File: src/rtl/iir_rtl_pkg.sv
// Shared widths, coefficients, FSM states and the round/saturate helper for the biquad core.
package iir_rtl_pkg;

   localparam int unsigned DATA_W   = 20;
   localparam int unsigned FRAC_W   = 16;
   localparam int unsigned COEF_W   = 18;
   localparam int unsigned ACC_W    = 44;
   localparam int unsigned PROD_W   = DATA_W + COEF_W;
   localparam int unsigned TAP_W    = 3;
   localparam int unsigned LAST_TAP = 4;

   // Q2.16 coefficients: B0 = 0.25, B1 = 0.5, B2 = 0.25, A1 = -0.5, A2 = 0.25
   localparam logic signed [COEF_W-1:0] B0 = 18'sh04000;
   localparam logic signed [COEF_W-1:0] B1 = 18'sh08000;
   localparam logic signed [COEF_W-1:0] B2 = 18'sh04000;
   localparam logic signed [COEF_W-1:0] A1 = 18'sh38000;
   localparam logic signed [COEF_W-1:0] A2 = 18'sh04000;

   // Feedback taps are subtracted, so the multiplier sees the negated coefficients.
   localparam logic signed [COEF_W-1:0] NEG_A1 = -A1;
   localparam logic signed [COEF_W-1:0] NEG_A2 = -A2;

   localparam logic signed [ACC_W-1:0] RND_HALF = ACC_W'(1) << (FRAC_W - 1);
   localparam logic signed [ACC_W-1:0] Y_MAX    = ACC_W'((1 << (DATA_W - 1)) - 1);
   localparam logic signed [ACC_W-1:0] Y_MIN    = ~Y_MAX;

   typedef enum logic [1:0] {IDLE, MAC, DONE} state_t;

   // Round half up from Q.32 to Q.16, then clamp to the signed DATA_W range.
   function automatic logic signed [DATA_W-1:0] sat_round(input logic signed [ACC_W-1:0] acc);
      logic signed [ACC_W-1:0] q;
      q = (acc + RND_HALF) >>> FRAC_W;
      if (q > Y_MAX)
         sat_round = DATA_W'(Y_MAX);
      else if (q < Y_MIN)
         sat_round = DATA_W'(Y_MIN);
      else
         sat_round = DATA_W'(q);
   endfunction

endpackage

File: src/rtl/iir_mac.sv
// Single signed multiplier with accumulator, shared across the five biquad taps.
module iir_mac
   import iir_rtl_pkg::*;
(
   input  logic              clk,
   input  logic              rst_n,
   input  logic              clear,
   input  logic              en,
   input  logic [DATA_W-1:0] a,
   input  logic [COEF_W-1:0] b,
   output logic [ACC_W-1:0]  acc
);

   logic signed [PROD_W-1:0] prod;
   logic signed [ACC_W-1:0]  sum;
   logic signed [ACC_W-1:0]  acc_q;

   // Product plus running sum; acc includes the current product so the core can
   // register the rounded result on the same edge that retires the last tap.
   always_comb begin
      prod = PROD_W'($signed(a)) * PROD_W'($signed(b));
      sum  = acc_q + (en ? ACC_W'(prod) : '0);
      acc  = sum;
   end

   // Accumulator register: cleared when a sample is accepted, advanced per tap.
   always_ff @(posedge clk or negedge rst_n) begin
      if (!rst_n)
         acc_q <= '0;
      else if (clear)
         acc_q <= '0;
      else if (en)
         acc_q <= sum;
   end

endmodule

File: src/rtl/iir_rtl_core.sv
// Biquad IIR core behind an ap_start/ap_done/ap_idle/ap_ready block handshake.
module iir_rtl_core
   import iir_rtl_pkg::*;
(
   input  logic              ap_clk,
   input  logic              ap_rst_n,
   input  logic              ap_start,
   input  logic [DATA_W-1:0] x,
   output logic              ap_done,
   output logic              ap_ready,
   output logic              ap_idle,
   output logic [DATA_W-1:0] ap_return
);

   state_t             state_q, state_d;
   logic [TAP_W-1:0]   tap_q, tap_d;
   logic               load_c;
   logic               mac_en_c;
   logic [DATA_W-1:0]  mac_a_c;
   logic [COEF_W-1:0]  mac_b_c;
   logic [ACC_W-1:0]   acc_c;
   logic [DATA_W-1:0]  x0, x1, x2, y1, y2;

   // Next-state logic: accept a start in IDLE or DONE, walk taps 0..4 in MAC.
   always_comb begin
      state_d  = state_q;
      tap_d    = tap_q;
      load_c   = 1'b0;
      mac_en_c = 1'b0;
      case (state_q)
         IDLE: begin
            if (ap_start) begin
               load_c  = 1'b1;
               tap_d   = '0;
               state_d = MAC;
            end
         end
         MAC: begin
            mac_en_c = 1'b1;
            if (tap_q == TAP_W'(LAST_TAP))
               state_d = DONE;
            else
               tap_d = tap_q + TAP_W'(1);
         end
         DONE: begin
            if (ap_start) begin
               load_c  = 1'b1;
               tap_d   = '0;
               state_d = MAC;
            end else begin
               state_d = IDLE;
            end
         end
         default: state_d = IDLE;
      endcase
   end

   // Tap mux: select the history sample and coefficient for the current tap.
   always_comb begin
      mac_a_c = x0;
      mac_b_c = B0;
      case (tap_q)
         TAP_W'(0): begin mac_a_c = x0; mac_b_c = B0;     end
         TAP_W'(1): begin mac_a_c = x1; mac_b_c = B1;     end
         TAP_W'(2): begin mac_a_c = x2; mac_b_c = B2;     end
         TAP_W'(3): begin mac_a_c = y1; mac_b_c = NEG_A1; end
         TAP_W'(4): begin mac_a_c = y2; mac_b_c = NEG_A2; end
         default:   begin mac_a_c = x0; mac_b_c = B0;     end
      endcase
   end

   iir_mac u_mac (
      .clk   (ap_clk),
      .rst_n (ap_rst_n),
      .clear (load_c),
      .en    (mac_en_c),
      .a     (mac_a_c),
      .b     (mac_b_c),
      .acc   (acc_c)
   );

   // FSM state and tap counter registers.
   always_ff @(posedge ap_clk or negedge ap_rst_n) begin
      if (!ap_rst_n) begin
         state_q <= IDLE;
         tap_q   <= '0;
      end else begin
         state_q <= state_d;
         tap_q   <= tap_d;
      end
   end

   // Sample capture, result register and history shift on leaving DONE.
   always_ff @(posedge ap_clk or negedge ap_rst_n) begin
      if (!ap_rst_n) begin
         x0        <= '0;
         x1        <= '0;
         x2        <= '0;
         y1        <= '0;
         y2        <= '0;
         ap_return <= '0;
      end else begin
         if (state_q == MAC && tap_q == TAP_W'(LAST_TAP))
            ap_return <= sat_round($signed(acc_c));
         if (state_q == DONE) begin
            x2 <= x1;
            x1 <= x0;
            y2 <= y1;
            y1 <= ap_return;
         end
         if (load_c)
            x0 <= x;
      end
   end

   // Registered handshake outputs derived from the upcoming state.
   always_ff @(posedge ap_clk or negedge ap_rst_n) begin
      if (!ap_rst_n) begin
         ap_done  <= 1'b0;
         ap_ready <= 1'b0;
         ap_idle  <= 1'b1;
      end else begin
         ap_done  <= (state_d == DONE);
         ap_ready <= (state_d == DONE);
         ap_idle  <= (state_d == IDLE);
      end
   end

endmodule

File: config.mk
export PLATFORM = sky130hd
export DESIGN_NAME = iir_rtl_core
export DESIGN_NICKNAME = d
export VERILOG_FILES = /design/src/rtl/iir_rtl_pkg.sv /design/src/rtl/iir_mac.sv /design/src/rtl/iir_rtl_core.sv
export SDC_FILE = /design/constraint.sdc
export NUM_CORES = 1
export LEC_CHECK = 0
export ABC_AREA = 1
export CAP_MARGIN = 15
export CORE_MARGIN = 2
export CORE_UTILIZATION = 52
export CTS_BUF_LIST = sky130_fd_sc_hd__clkbuf_4
export DETAILED_ROUTE_END_ITERATION = 16
export PLACE_DENSITY_LB_ADDON = 0.12
export SYNTH_ARGS = -nofsm -noshare
export SYNTH_HDL_FRONTEND = slang
export SYNTH_SLANG_ARGS = --single-unit
File: constraint.sdc
create_clock -name ap_clk -period 14.8 [get_ports ap_clk]
set_clock_uncertainty 0.2 [all_clocks]
set_input_delay 1.48 -clock ap_clk [delete_from_list [all_inputs] [get_ports ap_clk]]
set_output_delay 1.48 -clock ap_clk [all_outputs]
set_load 0.05 [all_outputs]
==> impl_metrics.yaml, run 1 <==
clock_network:
  clkTransAtPathRegs_ns: 0.16
  cts_hold_buf: 0
  cts.path.max_buffers: 2
  clk_latency_ns: 0.59
  cts_resized: 0
  cts_made_buffers: 17
  post_cts_buffers: 0
  cts.sinks: 157
  cts_tree: "done"
  clockRootBuffer: "clkbuf_4"
  htree_levels: 4
floorplan:
  design.die.area_sq_um: 27600
  row_count: 59
  die_w_um: 166
  initial_core_util_pct: 52.7
  die-height_um: 166
  io_pins: 46
  core_area_sq_um: 25900
critical_path:
  reg2reg_setup_slack_ns: 3.84
  worst_ep_required_time_ns: 15.02
  slowest_stage: "clkinv_1"
  startpoint: "tap_q[0]"
  path_class: "reg2reg"
  worstPathMaxFanout: 40
  critPathMaxStageDelay_ns: 0.80
  r2r_start: "tap_q[0]"
  critPathLaunchType: "flop"
  cp_common_cell: "nand2_1"
  worstPathArrival_ns: 11.18
  worst_setup_path_end_kind: "flop"
  critPathBufInv: 7
  cp_top_family: "compound AO/OA/AOI/OAI gates"
detailed_routing:
  antenna_left: 0
  firstDrtPassIters: 8
  post_drt_via_cell_ratio: 5.29
  drt_iter0_drc: 913
  vias: 12300
  routed_wl_um: 37900
  wire_per_inst_um: 16.3
  post-route-drc-count: 0
synthesis:
  syn-cell-area_sq_um: 13600
  synth-edff-count: 0
  yosys.area.top_type: "dfrtp_1"
  ys_top_cells_by_area: "dfrtp_1 29%, nand2_1 14%, ha_1 12%"
  synth_ff_type: "dfrtp_1"
  synth_top_area_share_pct: 28.6
  synth_nets: 2145
  synth_cells: 1955
  syn_area_per_cell_sq_um: 6.98
  yosys_warnings: 0
  yosysSeqAreaShare_pct: 28.8
  ys_async_sr_fraction_pct: 100
  synth-seq-cells: 157
  synth_cell_type_count: 45
sta:
  tightest_slew_ns: 0.995
  setup_ws_ns: 3.84
  rsz0062_at_grt: "no"
  setup_viol: 0
  finalHoldViolations: 0
  slew_viol_final: 0
  slew-limit-headroom_pct: 33.7
  setup_tns_ns: 0
  layout_worst_path_cycle_share_pct: 74.0
  max_freq_mhz: 91.3
  fin_crit_ns: 10.96
global_route:
  first_global_vias: 11800
  grt_pass1_wl_um: 61500
  grt_usage_pct: 27.9
  antenna_found_initial: 1
  overflow: 0
  grt_max_degree: 111
run:
  maxCapViolCount: 0
place:
  port_buffers: 45
  routabilityCongestion: 0.957
  dp_hpwl_um: 29800
  dp_slack_ns: 3.99
cells_and_area:
  layout_common_cells: "497 x nand2_1, 338 x inv_1, 224 x nor2_1"
  post_route_cells_drive_above_1_share_pct: 6.09
  layout_commonest_cell: "nand2_1"
  layout.nets: 2164
  syn2layout_area_growth_pct: 7.61
  utilization_pct: 56.7
min_path:
  worst_hold_path_type: "reg2reg"
  holdCritStartpoint: "y2[18]"
outcome:
  status: "completed"
## worst paths after layout
check                                        to  depth (start not counted)
worst max-delay path               ap_return[5]                         47
worst min-delay path                     y2[18]                          2
worst max register to register     ap_return[5]                         47
worst min register to register           y2[18]                          2
max in group asynchronous                 y2[5]                          2
min in group asynchronous       u_mac.acc_q[29]                          1
## cells in the mapped netlist (18+ instances only)
cell type  count
a21oi_1      101
a221oi_1      20
clkbuf_1      46
dfrtp_1      156
fa_1          38
ha_1         129
inv_1        338
nand2_1      498
nand2_2       29
nand3_1       73
nand4_1       30
nor2_1       224
o21ai_0      132
o22ai_1       18
xor2_1        30
## stage by stage
step	instances	instance area (sq um)	hold slack (ns)
3_3_place_gp	2290	14400	0.267
5_1_grt	2323	14700	0.325
3_5_place_dp	2290	14400	0.274
2_1_floorplan	1955	13600	0.253
6_report	2324	14700	0.311
4_1_cts	2322	14700	0.311
## kinds of logic after synthesis
group / Yosys count / share of synthesized area, %
compound gates: 293 / 12.0
xor+xnor: 40 / 2.68
fa+ha+maj: 167 / 17.4
buf+inv: 399 / 11.2
flops: 157 / 28.8
mux: 2 / 0.156
simple gates: 897 / 27.7
## worst min-delay path: cells and delay by family, from the launching register on
family,cells,cell delay [ns]
AOI/OAI and AO/OA,1,0.06
DFF,1,0.38
and+or+nand+nor,1,0.05
## registers in the layout (all words and copies together), names as in the netlist
| name | cells |
|---|---|
| u_mac.acc_q | 30 |
| ap_return | 20 |
| x0 | 20 |
| x1 | 20 |
| x2 | 20 |
| y1 | 20 |
| y2 | 20 |
| tap_q | 3 |
| state_q | 2 |
| ap_idle | 1 |
| ap_ready | 1 |
## routing by layer
layer	up-vias	track usage (%)	routed length, um
li1	6197	-	-
met1	5699	36.2	16800
met2	314	46.1	17600
met4	0	14.6	2130
met5	-	0	0
met3	88	3.12	1410
## cell type report
class | count | area (sq um)
Fill cell | 2560 | 11200
Multi-Input combinational cell | 1399 | 8200
Sequential cell | 157 | 3930
Inverter | 345 | 1290
Timing Repair Buffer | 54 | 519
Tap cell | 335 | 419
Clock inverter | 15 | 193
Clock buffer | 17 | 128
Antenna cell | 2 | 5.00
Power of run 1 is left out: the tool's default activity adds up to more than one toggle a clock period on the data nets, which glitch-free logic cannot reach.
==> inputs of run 2 (changes only) <==
- clock period: 14.8 -> 10.36 ns (I/O delays scaled with it)
==> impl_metrics.yaml, run 2 (synthesized netlist as in run 1, its figures left out) <==
critical_path:
  worst_setup_path_end_kind: "flop"
  startpoint: "tap_q[0]"
  worstPathMaxFanout: 18
  r2r_start: "tap_q[0]"
  worst_ep_required_time_ns: 10.69
  rr_worst_depth: 45
  cp_common_cell: "nand2_1"
  worstPathArrival_ns: 9.89
  critPathLaunchType: "flop"
  path_class: "reg2reg"
  slowest_stage: "fa_1"
  critPathMaxStageDelay_ns: 0.56
clock_network:
  cts.path.max_buffers: 2
  clockRootBuffer: "clkbuf_4"
  clk_latency_ns: 0.59
  cts.sinks: 157
  cts_made_buffers: 17
  cts_hold_buf: 0
  cts_tree: "done"
  htree_levels: 4
  clkTransAtPathRegs_ns: 0.18
cells_and_area:
  utilization_pct: 57.3
  fin_area_sq_um: 14900
  layout_commonest_cell: "nand2_1"
  syn2layout_area_growth_pct: 8.84
  layout.nets: 2185
  layout_common_cells: "497 x nand2_1, 337 x inv_1, 222 x nor2_1"
  final_cells: 2344
  n_fill_cell: 2516
  top_register: "u_mac.acc_q"
  post_route_cells_drive_above_1_share_pct: 7.22
  largest_reg_flops: 30
detailed_routing:
  post-route-drc-count: 0
  post_drt_via_cell_ratio: 5.25
  vias: 12300
  firstDrtPassIters: 7
  antenna_left: 0
  wire_per_inst_um: 16.2
  drt_iter0_drc: 910
  routed_wl_um: 38000
global_route:
  grt_max_degree: 105
  antenna_found_initial: 1
  first_global_vias: 12000
  grt_pass1_wl_um: 61900
  overflow: 0
  grt_usage_pct: 28.0
sta:
  slew-limit-headroom_pct: 26.7
  setup_tns_ns: 0
  layout_worst_path_cycle_share_pct: 92.3
  max_freq_mhz: 105
  tightest_slew_ns: 1.10
  slew_viol_final: 0
  setup_viol: 0
  rsz0062_at_grt: "no"
  fin_crit_ns: 9.56
  finalHoldViolations: 0
place:
  dp_cells: 2298
  routabilityCongestion: 0.953
  place_area_sq_um: 14400
  port_buffers: 45
  dp_hpwl_um: 29900
floorplan:
  die-height_um: 166
  die_w_um: 166
  row_count: 59
  initial_core_util_pct: 52.7
  design.die.area_sq_um: 27600
  io_pins: 46
  core_area_sq_um: 25900
run:
  maxCapViolCount: 0
outcome:
  status: "completed"
min_path:
  holdCritStartpoint: "y2[19]"
  worst_hold_path_type: "reg2reg"
  min_path_cells: 2
-- run 2: cell type report --
cell class / count / area [sq um] / area share [%]
antenna: 1 / 2.50 / 0.0168
inverter: 345 / 1300 / 8.74
clock inverter: 15 / 188 / 1.26
timing repair buffer: 75 / 681 / 4.58
clock buffer: 17 / 128 / 0.859
sequential: 157 / 3930 / 26.5
multi-input combinational: 1399 / 8210 / 55.3
tap: 335 / 419 / 2.82
-- run 2: critical path, delay by kind of cell (launching register included) --
kind,cells,cell delay [ns]
compound gates,8,1.75
buf+inv,8,1.11
fa+ha+maj,9,3.17
flops,1,0.44
xor+xnor,2,0.48
simple gates,18,2.37
-- run 2: metal layers --
layer  vias to the layer above  part of all wire, %  global-route usage (%)
met5                         -                    0                       0
met4                         0                  5.7                    14.9
met3                        79                  3.0                    2.67
met2                       289                   46                    46.5
met1                      5703                   45                    36.5
li1                       6234                    -                       -
-- run 2: worst paths after layout --
path / endpoint / slack [ns]
min in group asynchronous: u_mac.acc_q[28] / 0.37
setup reg to reg: ap_return[15] / 0.80
hold / removal: y2[19] / 0.31
hold reg to reg: y2[19] / 0.31
setup / recovery: ap_return[15] / 0.80
max in group asynchronous: u_mac.acc_q[18] / 8.24
-- run 2: stage by stage --
stage	hold slack, ns	setup WS (ns)
2_1_floorplan	0.253	1.68
3_3_place_gp	0.266	0.608
3_5_place_dp	0.274	0.425
4_1_cts	0.311	0.339
5_1_grt	0.329	0.0261
6_report	0.312	0.800
-- run 2: what timing repair did --
item,in CTS,in global routing
setup endpoints to repair,0,20
resized for setup,0,8
buffers inserted,0,13
Power of run 2 is left out for the same reason.
